### config.mk
export PLATFORM = sky130hd
export DESIGN_NAME = hotspot_ctrl_regs
export DESIGN_NICKNAME = d
export VERILOG_FILES = /design/src/rtl/hotspot_ctrl_pkg.sv /design/src/rtl/hotspot_ctrl_scratch_ram.sv /design/src/rtl/hotspot_ctrl_regs.sv
export SDC_FILE = /design/constraint.sdc
export NUM_CORES = 2
export LEC_CHECK = 0
export CORE_MARGIN = 2
export CORE_UTILIZATION = 48
export CTS_CLUSTER_DIAMETER = 120
export DETAILED_ROUTE_END_ITERATION = 8
export GPL_TIMING_DRIVEN = 0
export PLACE_DENSITY = 0.72
export SYNTH_ARGS = -nofsm -noshare
export SYNTH_HDL_FRONTEND = slang
export SYNTH_SLANG_ARGS = --single-unit
### constraint.sdc
create_clock -name bus_clk -period 9.3 [get_ports bus_clk]
set_input_delay 1.86 -clock bus_clk [delete_from_list [all_inputs] [get_ports bus_clk]]
set_output_delay 1.86 -clock bus_clk [all_outputs]
set_load 0.005 [all_outputs]
### src/rtl/hotspot_ctrl_pkg.sv
// Shared register-map constants and bit positions for the hotspot control/status register file.
package hotspot_ctrl_pkg;

    localparam int ADDR_CTRL     = 0;
    localparam int ADDR_STATUS   = 1;
    localparam int ADDR_ROWS     = 2;
    localparam int ADDR_COLS     = 3;
    localparam int ADDR_ITERS    = 4;
    localparam int ADDR_CYCLES   = 5;
    localparam int ADDR_VERSION  = 6;
    localparam int ADDR_SCRATCH0 = 7;

    localparam int SCRATCH_DEPTH = 25;

    localparam int CTRL_START_BIT = 0;
    localparam int CTRL_CLEAR_BIT = 1;

    localparam int STAT_BUSY_BIT = 0;
    localparam int STAT_DONE_BIT = 1;
    localparam int STAT_REJ_BIT  = 2;

    localparam logic [31:0] VERSION_DEFAULT = 32'h4853_0001;

endpackage

### src/rtl/hotspot_ctrl_scratch_ram.sv
// 25 x 32 scratch storage: one synchronous write port, one combinational read port.
module hotspot_ctrl_scratch_ram
    import hotspot_ctrl_pkg::*;
#(
    parameter int ADDR_W = 5
) (
    input  logic              clk_i,
    input  logic              rst_i,
    input  logic              we_i,
    input  logic [ADDR_W-1:0] waddr_i,
    input  logic [31:0]       wdata_i,
    input  logic [ADDR_W-1:0] raddr_i,
    output logic [31:0]       rdata_o
);

    logic [31:0] mem_q [SCRATCH_DEPTH];

    always_ff @(posedge clk_i) begin
        if (rst_i) begin
            for (int i = 0; i < SCRATCH_DEPTH; i++) begin
                mem_q[i] <= '0;
            end
        end else if (we_i && (32'(waddr_i) < SCRATCH_DEPTH)) begin
            mem_q[waddr_i] <= wdata_i;
        end
    end

    assign rdata_o = (32'(raddr_i) < SCRATCH_DEPTH) ? mem_q[raddr_i] : '0;

endmodule

### src/rtl/hotspot_ctrl_regs.sv
// Host-visible control/status registers for the hotspot kernel, bridged to Xillybus xcw/xcr seekable streams.
module hotspot_ctrl_regs
    import hotspot_ctrl_pkg::*;
#(
    parameter int          ADDR_W  = 5,
    parameter logic [31:0] VERSION = VERSION_DEFAULT
) (
    input  logic              bus_clk,
    input  logic              reset,
    input  logic              user_w_xcw_ctrl_open,
    input  logic              user_w_xcw_ctrl_wren,
    input  logic [31:0]       user_w_xcw_ctrl_data,
    output logic              user_w_xcw_ctrl_full,
    input  logic [ADDR_W-1:0] user_xcw_ctrl_addr,
    input  logic              user_xcw_ctrl_addr_update,
    input  logic              user_r_xcr_ctrl_open,
    input  logic              user_r_xcr_ctrl_rden,
    output logic [31:0]       user_r_xcr_ctrl_data,
    output logic              user_r_xcr_ctrl_empty,
    output logic              user_r_xcr_ctrl_eof,
    input  logic [ADDR_W-1:0] user_xcr_ctrl_addr,
    input  logic              user_xcr_ctrl_addr_update,
    output logic [15:0]       kern_rows,
    output logic [15:0]       kern_cols,
    output logic [15:0]       kern_iters,
    output logic              kern_start,
    input  logic              kern_busy,
    input  logic              kern_done
);

    logic [ADDR_W-1:0] wr_addr_q, wr_addr_d, rd_addr_q, rd_addr_d;
    logic [15:0]       rows_q, cols_q, iters_q;
    logic [31:0]       cycles_q, cycles_d, rdata_q, rdata_d, rmux, scr_rdata;
    logic              running_q, running_d, done_q, done_d, rej_q, rej_d;
    logic              start_q, start_d, upd_q;
    logic              wr_en, rd_en, ctrl_wr, busy, empty;
    logic [2:0]        status;
    int                wa, ra;

    assign wa      = 32'(wr_addr_q);
    assign ra      = 32'(rd_addr_q);
    assign wr_en   = user_w_xcw_ctrl_open && user_w_xcw_ctrl_wren;
    assign ctrl_wr = wr_en && (wa == ADDR_CTRL);
    assign busy    = kern_busy || running_q;
    // Empty covers the seek cycle and the one after, so the host never sees data from a stale address.
    assign empty   = !user_r_xcr_ctrl_open || user_xcr_ctrl_addr_update || upd_q;
    assign rd_en   = user_r_xcr_ctrl_rden && !empty;

    always_comb begin
        status                = '0;
        status[STAT_BUSY_BIT] = busy;
        status[STAT_DONE_BIT] = done_q;
        status[STAT_REJ_BIT]  = rej_q;
    end

    always_comb begin
        wr_addr_d = wr_addr_q;
        if (!user_w_xcw_ctrl_open)          wr_addr_d = '0;
        else if (user_xcw_ctrl_addr_update) wr_addr_d = user_xcw_ctrl_addr;
        else if (user_w_xcw_ctrl_wren)      wr_addr_d = wr_addr_q + ADDR_W'(1);

        rd_addr_d = rd_addr_q;
        if (!user_r_xcr_ctrl_open)          rd_addr_d = '0;
        else if (user_xcr_ctrl_addr_update) rd_addr_d = user_xcr_ctrl_addr;
        else if (rd_en)                     rd_addr_d = rd_addr_q + ADDR_W'(1);
    end

    // Ordering: sticky clear, then kernel completion, then start/reject.
    always_comb begin
        running_d = running_q;
        done_d    = done_q;
        rej_d     = rej_q;
        start_d   = 1'b0;
        cycles_d  = cycles_q;
        if (running_q && !kern_done && (cycles_q != '1)) cycles_d = cycles_q + 32'd1;
        if (ctrl_wr && user_w_xcw_ctrl_data[CTRL_CLEAR_BIT]) begin
            done_d = 1'b0;
            rej_d  = 1'b0;
        end
        if (kern_done) begin
            running_d = 1'b0;
            done_d    = 1'b1;
        end
        if (ctrl_wr && user_w_xcw_ctrl_data[CTRL_START_BIT]) begin
            if (!busy) begin
                start_d   = 1'b1;
                running_d = 1'b1;
                cycles_d  = '0;
                done_d    = 1'b0;
            end else begin
                rej_d = 1'b1;
            end
        end
    end

    always_comb begin
        rmux = '0;
        case (ra)
            ADDR_CTRL:    rmux = '0;
            ADDR_STATUS:  rmux = 32'(status);
            ADDR_ROWS:    rmux = {16'h0, rows_q};
            ADDR_COLS:    rmux = {16'h0, cols_q};
            ADDR_ITERS:   rmux = {16'h0, iters_q};
            ADDR_CYCLES:  rmux = cycles_q;
            ADDR_VERSION: rmux = VERSION;
            default:      rmux = scr_rdata;
        endcase
        rdata_d = rd_en ? rmux : rdata_q;
    end

    always_ff @(posedge bus_clk) begin
        if (reset) begin
            wr_addr_q <= '0;
            rd_addr_q <= '0;
            rows_q    <= '0;
            cols_q    <= '0;
            iters_q   <= '0;
            cycles_q  <= '0;
            running_q <= 1'b0;
            done_q    <= 1'b0;
            rej_q     <= 1'b0;
            start_q   <= 1'b0;
            upd_q     <= 1'b1;
            rdata_q   <= '0;
        end else begin
            wr_addr_q <= wr_addr_d;
            rd_addr_q <= rd_addr_d;
            cycles_q  <= cycles_d;
            running_q <= running_d;
            done_q    <= done_d;
            rej_q     <= rej_d;
            start_q   <= start_d;
            upd_q     <= user_xcr_ctrl_addr_update;
            rdata_q   <= rdata_d;
            if (wr_en && (wa == ADDR_ROWS))  rows_q  <= user_w_xcw_ctrl_data[15:0];
            if (wr_en && (wa == ADDR_COLS))  cols_q  <= user_w_xcw_ctrl_data[15:0];
            if (wr_en && (wa == ADDR_ITERS)) iters_q <= user_w_xcw_ctrl_data[15:0];
        end
    end

    hotspot_ctrl_scratch_ram #(.ADDR_W(ADDR_W)) u_scratch (
        .clk_i   (bus_clk),
        .rst_i   (reset),
        .we_i    (wr_en && (wa >= ADDR_SCRATCH0)),
        .waddr_i (wr_addr_q - ADDR_W'(ADDR_SCRATCH0)),
        .wdata_i (user_w_xcw_ctrl_data),
        .raddr_i (rd_addr_q - ADDR_W'(ADDR_SCRATCH0)),
        .rdata_o (scr_rdata)
    );

    assign user_w_xcw_ctrl_full  = 1'b0;
    assign user_r_xcr_ctrl_eof   = 1'b0;
    assign user_r_xcr_ctrl_empty = empty;
    assign user_r_xcr_ctrl_data  = rdata_q;
    assign kern_rows             = rows_q;
    assign kern_cols             = cols_q;
    assign kern_iters            = iters_q;
    assign kern_start            = start_q;

endmodule
After elaboration in Yosys (flattened, before gate mapping)
Memories as Yosys holds them, arrays and structs flattened.
Cells that the tools add are included.
{"block": "totals", "regBits": 127, "ram_bits": 800, "in_bits": 52, "out_inout_bits": 84, "wordCells": 88, "memories": 1}
{"block": "classes", "n_addsub": 5, "magnitude_cmp": 3, "eq_ne": 10, "n_mux": 28, "bitwise": 3, "n_reduce_logical": 26}
{"memory": "u_scratch.mem_q", "words": 25, "word_bits": 32, "read_ports": 1, "rd_clocked_by_memory_dff": 0, "write_ports": 25, "line": "hotspot_ctrl_scratch_ram.sv:16", "text": "logic [31:0] mem_q [SCRATCH_DEPTH];"}
{"cell": "$pmux W32 S7", "n": 1}
{"cell": "$mux W32", "n": 5}
{"cell": "$logic_not A32 Y1", "n": 2}
{"cell": "$add A32 B1 Y32 const B", "n": 1}
{"cell": "$ne A32 B32 Y1 const B", "n": 1}
{"cell": "$reduce_or A32 Y1", "n": 1}
{"cell": "$eq A5 B3 Y1 const B", "n": 5}
{"cell": "$mux W5", "n": 5}
{"cell": "$mux W1", "n": 17}
{"cell": "$logic_and A1 B1 Y1", "n": 12}
{"cell": "$add A5 B1 Y5 const B", "n": 2}
{"cell": "$eq A5 B2 Y1 const B", "n": 2}
{"cell": "$lt A5 B5 Y1 const B", "n": 2}
{"cell": "$sub A5 B3 Y5 const B", "n": 2}
{"cell": "$reduce_or A2 Y1", "n": 3}
{"cell": "$eq A5 B1 Y1 const B", "n": 1}
{"cell": "$eq A5 B4 Y1 const B", "n": 1}
{"cell": "$ge A5 B3 Y1 const B", "n": 1}
{"cell": "$reduce_bool A2 Y1", "n": 2}
{"cell": "$logic_not A1 Y1", "n": 3}
{"cell": "$logic_or A1 B1 Y1", "n": 3}
{"cell": "$not A1 Y1", "n": 3}

Logic depth before layout (Yosys ltp)
{"block": "logic_depth", "word_depth": 8, "mapped_depth": 14}

Hierarchy
From an unflattened synthesis, not the netlist that was laid out.
{"block": "hier_totals", "cells_unflattened": 3474, "hier_area_um2": 43006.2}
{"mod": "hotspot_ctrl_scratch_ram", "n_inst": 1, "cells_per_inst": 2745, "area_per_inst_um2": 36812.8}
{"mod": "hotspot_ctrl_regs", "n_inst": 1, "cells_per_inst": 729, "area_per_inst_um2": 6193.4}

Worst setup path after synthesis
Ideal clock, no wire load.
{"block": "synth_path", "path_type": "input-to-reg", "startpoint": "input port user_w_xcw_ctrl_wren", "endpoint": "memory u_scratch.mem_q[11][0], enable pin", "setup_time_ns": 0.466, "t_arrival_ns": 5.114, "t_required_ns": 8.834, "slack_ns": 3.721, "path_stages": 6, "cell_sequence": "clkbuf_1 nand2_1 nor3_2 o211ai_1 buf_2 o21ai_0"}
{"element": "from (decl)", "line": "hotspot_ctrl_regs.sv:11", "text": "input logic user_w_xcw_ctrl_wren,"}
{"element": "to (decl)", "line": "hotspot_ctrl_scratch_ram.sv:16"}

Worst setup path after layout
{"block": "layout_path", "startpoint": "input port user_r_xcr_ctrl_open", "endpoint": "output port user_r_xcr_ctrl_empty"}
{"block": "layout_between", "elab_chain_cells": 3}
{"element": "from (decl)", "line": "hotspot_ctrl_regs.sv:16", "text": "input logic user_r_xcr_ctrl_open,"}
{"element": "$logic_not A1 Y1"}
{"element": "$logic_or A1 B1 Y1 (2 in a row)", "line": "hotspot_ctrl_regs.sv:46", "text": "assign empty = !user_r_xcr_ctrl_open || user_xcr_ctrl_addr_update || upd_q;"}
{"element": "to (decl)", "line": "hotspot_ctrl_regs.sv:19", "text": "output logic user_r_xcr_ctrl_empty,"}
No other way between the ends.

==> impl_metrics.yaml <==
die:
  ios: 136
  dieArea_um2: 99000
  fp.dieW_um: 315
  initial_core_util_pct: 48.6
  coreArea_um2: 95300
  row_count: 113
  dieHeight_um: 315
finish:
  final_layout_size_suffix_gt1_share_pct: 16.0
  area_growth_pct: 15.3
  mostFrequentLayoutCell: "edfxtp_1"
  final_area_um2: 53400
  fin_cells: 4861
  seqCellArea_um2: 29700
  multiInputGateArea_um2: 15700
  nFillCells: 7506
  nets: 3564
  final_cell_mix: "edfxtp_1, and2_1, mux4_2, clkbuf_1, nand2_1"
global_routing:
  grt_pass1_vias: 28670
  overflow: 0
  antenna_found_initial: 7
  grt_max_degree: 33
  grtUsageTotal_pct: 27.1
  grt_pass1_wl_mm: 194
yosys:
  avgSynthCellArea_um2: 14.5
  synth_area_um2: 46300
  synth_ff_type: "edfxtp_1"
  yosysWarningCount: 0
  synth_cells: 3199
  yosysSeqAreaShare_pct: 64.2
  ys_async_sr_fraction_pct: 0
  synth_seq_cells: 1032
  yosys.cell_types.count: 69
  synth-edff-count: 905
sta:
  worst_pin_slew_ns: 1.41
  relSlewSlack_pct: 5.24
  final.setup.tns_ns: 0
  fmax_mhz: 190
  whs_ns: 0.480
  slew_viol_final: 0
  rsz0062_at_grt: "no"
  period_share_pct: 56.5
  hold_viol_final: 0
  setup_violations: 0
  clock_skew_ns: 0.0173
  layout_min_cycle_time_ns: 5.25
worst_setup_path:
  cpMostUsedCell: "clkdlybuf4s50_1"
  crit_buf_inv: 3
  path_cells: "clkdlybuf4s50_1 -> nor3b_1 -> inv_1 -> clkdlybuf4s50_1"
  start_kind: "input port"
  cp_max_fo: 4
  critPathKind: "in -> out"
  crit_family: "buffers and inverters"
  endpoint_kind: "output port"
  cp_data_required_time_ns: 7.44
  slowest_stage: "clkdlybuf4s50_1"
  arrival_ns: 3.39
  max_stage_delay_ns: 0.52
placed_design:
  hpwl_mm: 93.8
  placed_cells: 4665
  routabilityCongestion: 0.952
  port_buffers: 115
  placed_area_um2: 50100
clocking:
  ctsResizeCount: 0
  cts_root_buf: "clkbuf_16"
  clk_pin_slew_ns: 0.06
  cts_tree: "built"
  clk_latency_ns: 0.69
  postCtsSetupRepairBufs: 0
  h-tree-depth: 3
  ctsHoldBuffers: 0
  numCtsBuffers: 101
  clock_sinks: 1032
  max-clock-path-buffers: 3
pwr:
  internal_power_mw: 7.63
  vdd_drop_max_mv: 0.141
  combPwrFrac_pct: 6.6
  clkPwrFrac_pct: 40.8
  p_per_area_nw_per_um2: 186
  total_leakage_power_nw: 18.5
  swShare_pct: 23.1
  p_total_mw: 9.91
  p_seq_share_pct: 52.6
  switchingPower_mw: 2.29
worst_hold_path:
  hold_path_class: "reg -> reg"
route:
  ant_nets: 0
  drc_errors: 0
  vias: 29094
  dr.pass1.iters: 6
  drtIter0Drc: 3867
  wl_per_cell_um: 27.6
  vias_per_cell: 5.99
  routed_wl_mm: 134
flow_run:
  drv_cap: 0
run_status:
  outcome: "complete, no violations"
## Yosys cell counts, types with 5 or more instances
cell / instances / area (um^2)
nand2b_1: 7 / 43.8
buf_1: 7 / 26.3
clkbuf_2: 17 / 85.1
buf_2: 38 / 190
o22ai_1: 7 / 43.8
nand2_1: 200 / 751
o31ai_1: 5 / 37.5
a211oi_1: 29 / 218
buf_6: 5 / 56.3
o21ai_0: 73 / 365
or2_2: 7 / 43.8
mux4_2: 246 / 5540
inv_1: 17 / 63.8
nor3_1: 14 / 70.1
nor2_1: 107 / 402
nand4_1: 17 / 106
nand3_1: 26 / 130
mux2i_1: 39 / 390
buf_4: 32 / 240
a32oi_1: 7 / 61.3
clkbuf_1: 190 / 713
a21oi_1: 79 / 395
ha_1: 9 / 113
xor2_1: 15 / 131
o21ai_1: 6 / 30.0
a22oi_1: 27 / 203
a221oi_1: 18 / 158
and2_1: 803 / 5020
dfxtp_1: 127 / 2540
edfxtp_1: 905 / 27200
nor4_1: 11 / 68.8
a2bb2oi_1: 7 / 61.3
or3_1: 10 / 62.6
xnor2_1: 20 / 175
a31oi_1: 5 / 31.3
nor2_2: 7 / 43.8
## cell families after synthesis
group           Yosys count  synth area share, %
xor+xnor                 36                0.721
simple gates           1235                 15.0
flops                  1032                 64.2
mux                     286                 12.8
buf+inv                 311                 3.03
other cells               1              0.00810
compound gates          289                 3.97
fa+ha+maj                 9                0.243
## metrics by stage
step	setup slack (ns)	util, %
after floorplan	3.72	-
after global routing	4.00	56.0
after CTS	4.09	56.0
after global placement	0.439	51.7
final	4.05	56.0
after detailed placement	3.88	52.6
## power by group through the flow
| stage | registers, mW | logic [mW] | clock network (mW) |
|---|---|---|---|
| 6_report | 5.21 | 0.655 | 4.05 |
| 5_1_grt | 5.22 | 0.680 | 4.23 |
| 2_1_floorplan | 5.30 | 0.351 | 0 |
| 3_5_place_dp | 5.31 | 0.642 | 0 |
| 4_1_cts | 5.21 | 0.644 | 4.05 |
| 3_3_place_gp | 5.33 | 0.598 | 0 |
## cell type report
| cell class | count | share of cell area (%) |
|---|---|---|
| antenna | 4 | 0.0187 |
| inverter | 21 | 0.148 |
| sequential | 1032 | 55.7 |
| tap | 1265 | 2.96 |
| multi-input combinational | 1917 | 29.4 |
| clock buffer | 134 | 5.27 |
| clock inverter | 58 | 0.783 |
| buffer | 290 | 2.48 |
| timing repair buffer | 140 | 3.28 |
## worst register-to-register path, delay by kind of cell (launching register included)
kind	cells	cell delay [ns]
DFF	1	0.40
adders and majority gates	1	0.37
muxes	1	0.41
and+or+nand+nor	2	0.21
buffers and inverters	8	2.51
AOI/OAI and AO/OA	2	0.82
## routing by layer
metal / part of all wire [%] / vias to the layer above / global-route usage, % / wire (um)
met5: 0 / - / 0 / 0
met4: 3.9 / 0 / 10.2 / 5220
met3: 10 / 316 / 5.67 / 14000
met2: 48 / 1705 / 44.2 / 64200
met1: 38 / 14768 / 36.0 / 50600
li1: - / 12305 / - / -
## worst paths after layout
path	start	end	slack, ns	cells past startpoint
worst min-delay path	kern_rows[12]	kern_rows[12]	0.48	2
worst min register to register	kern_rows[12]	kern_rows[12]	0.48	2
worst max register to register	rd_addr_q[0]	user_r_xcr_ctrl_data[24]	4.46	14
worst max-delay path	user_r_xcr_ctrl_open	user_r_xcr_ctrl_empty	4.05	4
## state kept, by name, summed over array words and instances, names as in the netlist
register              cells
u_scratch.mem_q         905
kern_cols                16
user_r_xcr_ctrl_data     32
running_q                 1
cycles_q                 32
kern_iters               16
wr_addr_q                 5
rej_q                     1
upd_q                     1
kern_rows                16
rd_addr_q                 5
done_q                    1
kern_start                1
Note: power is estimated with default switching activity, not from simulation.
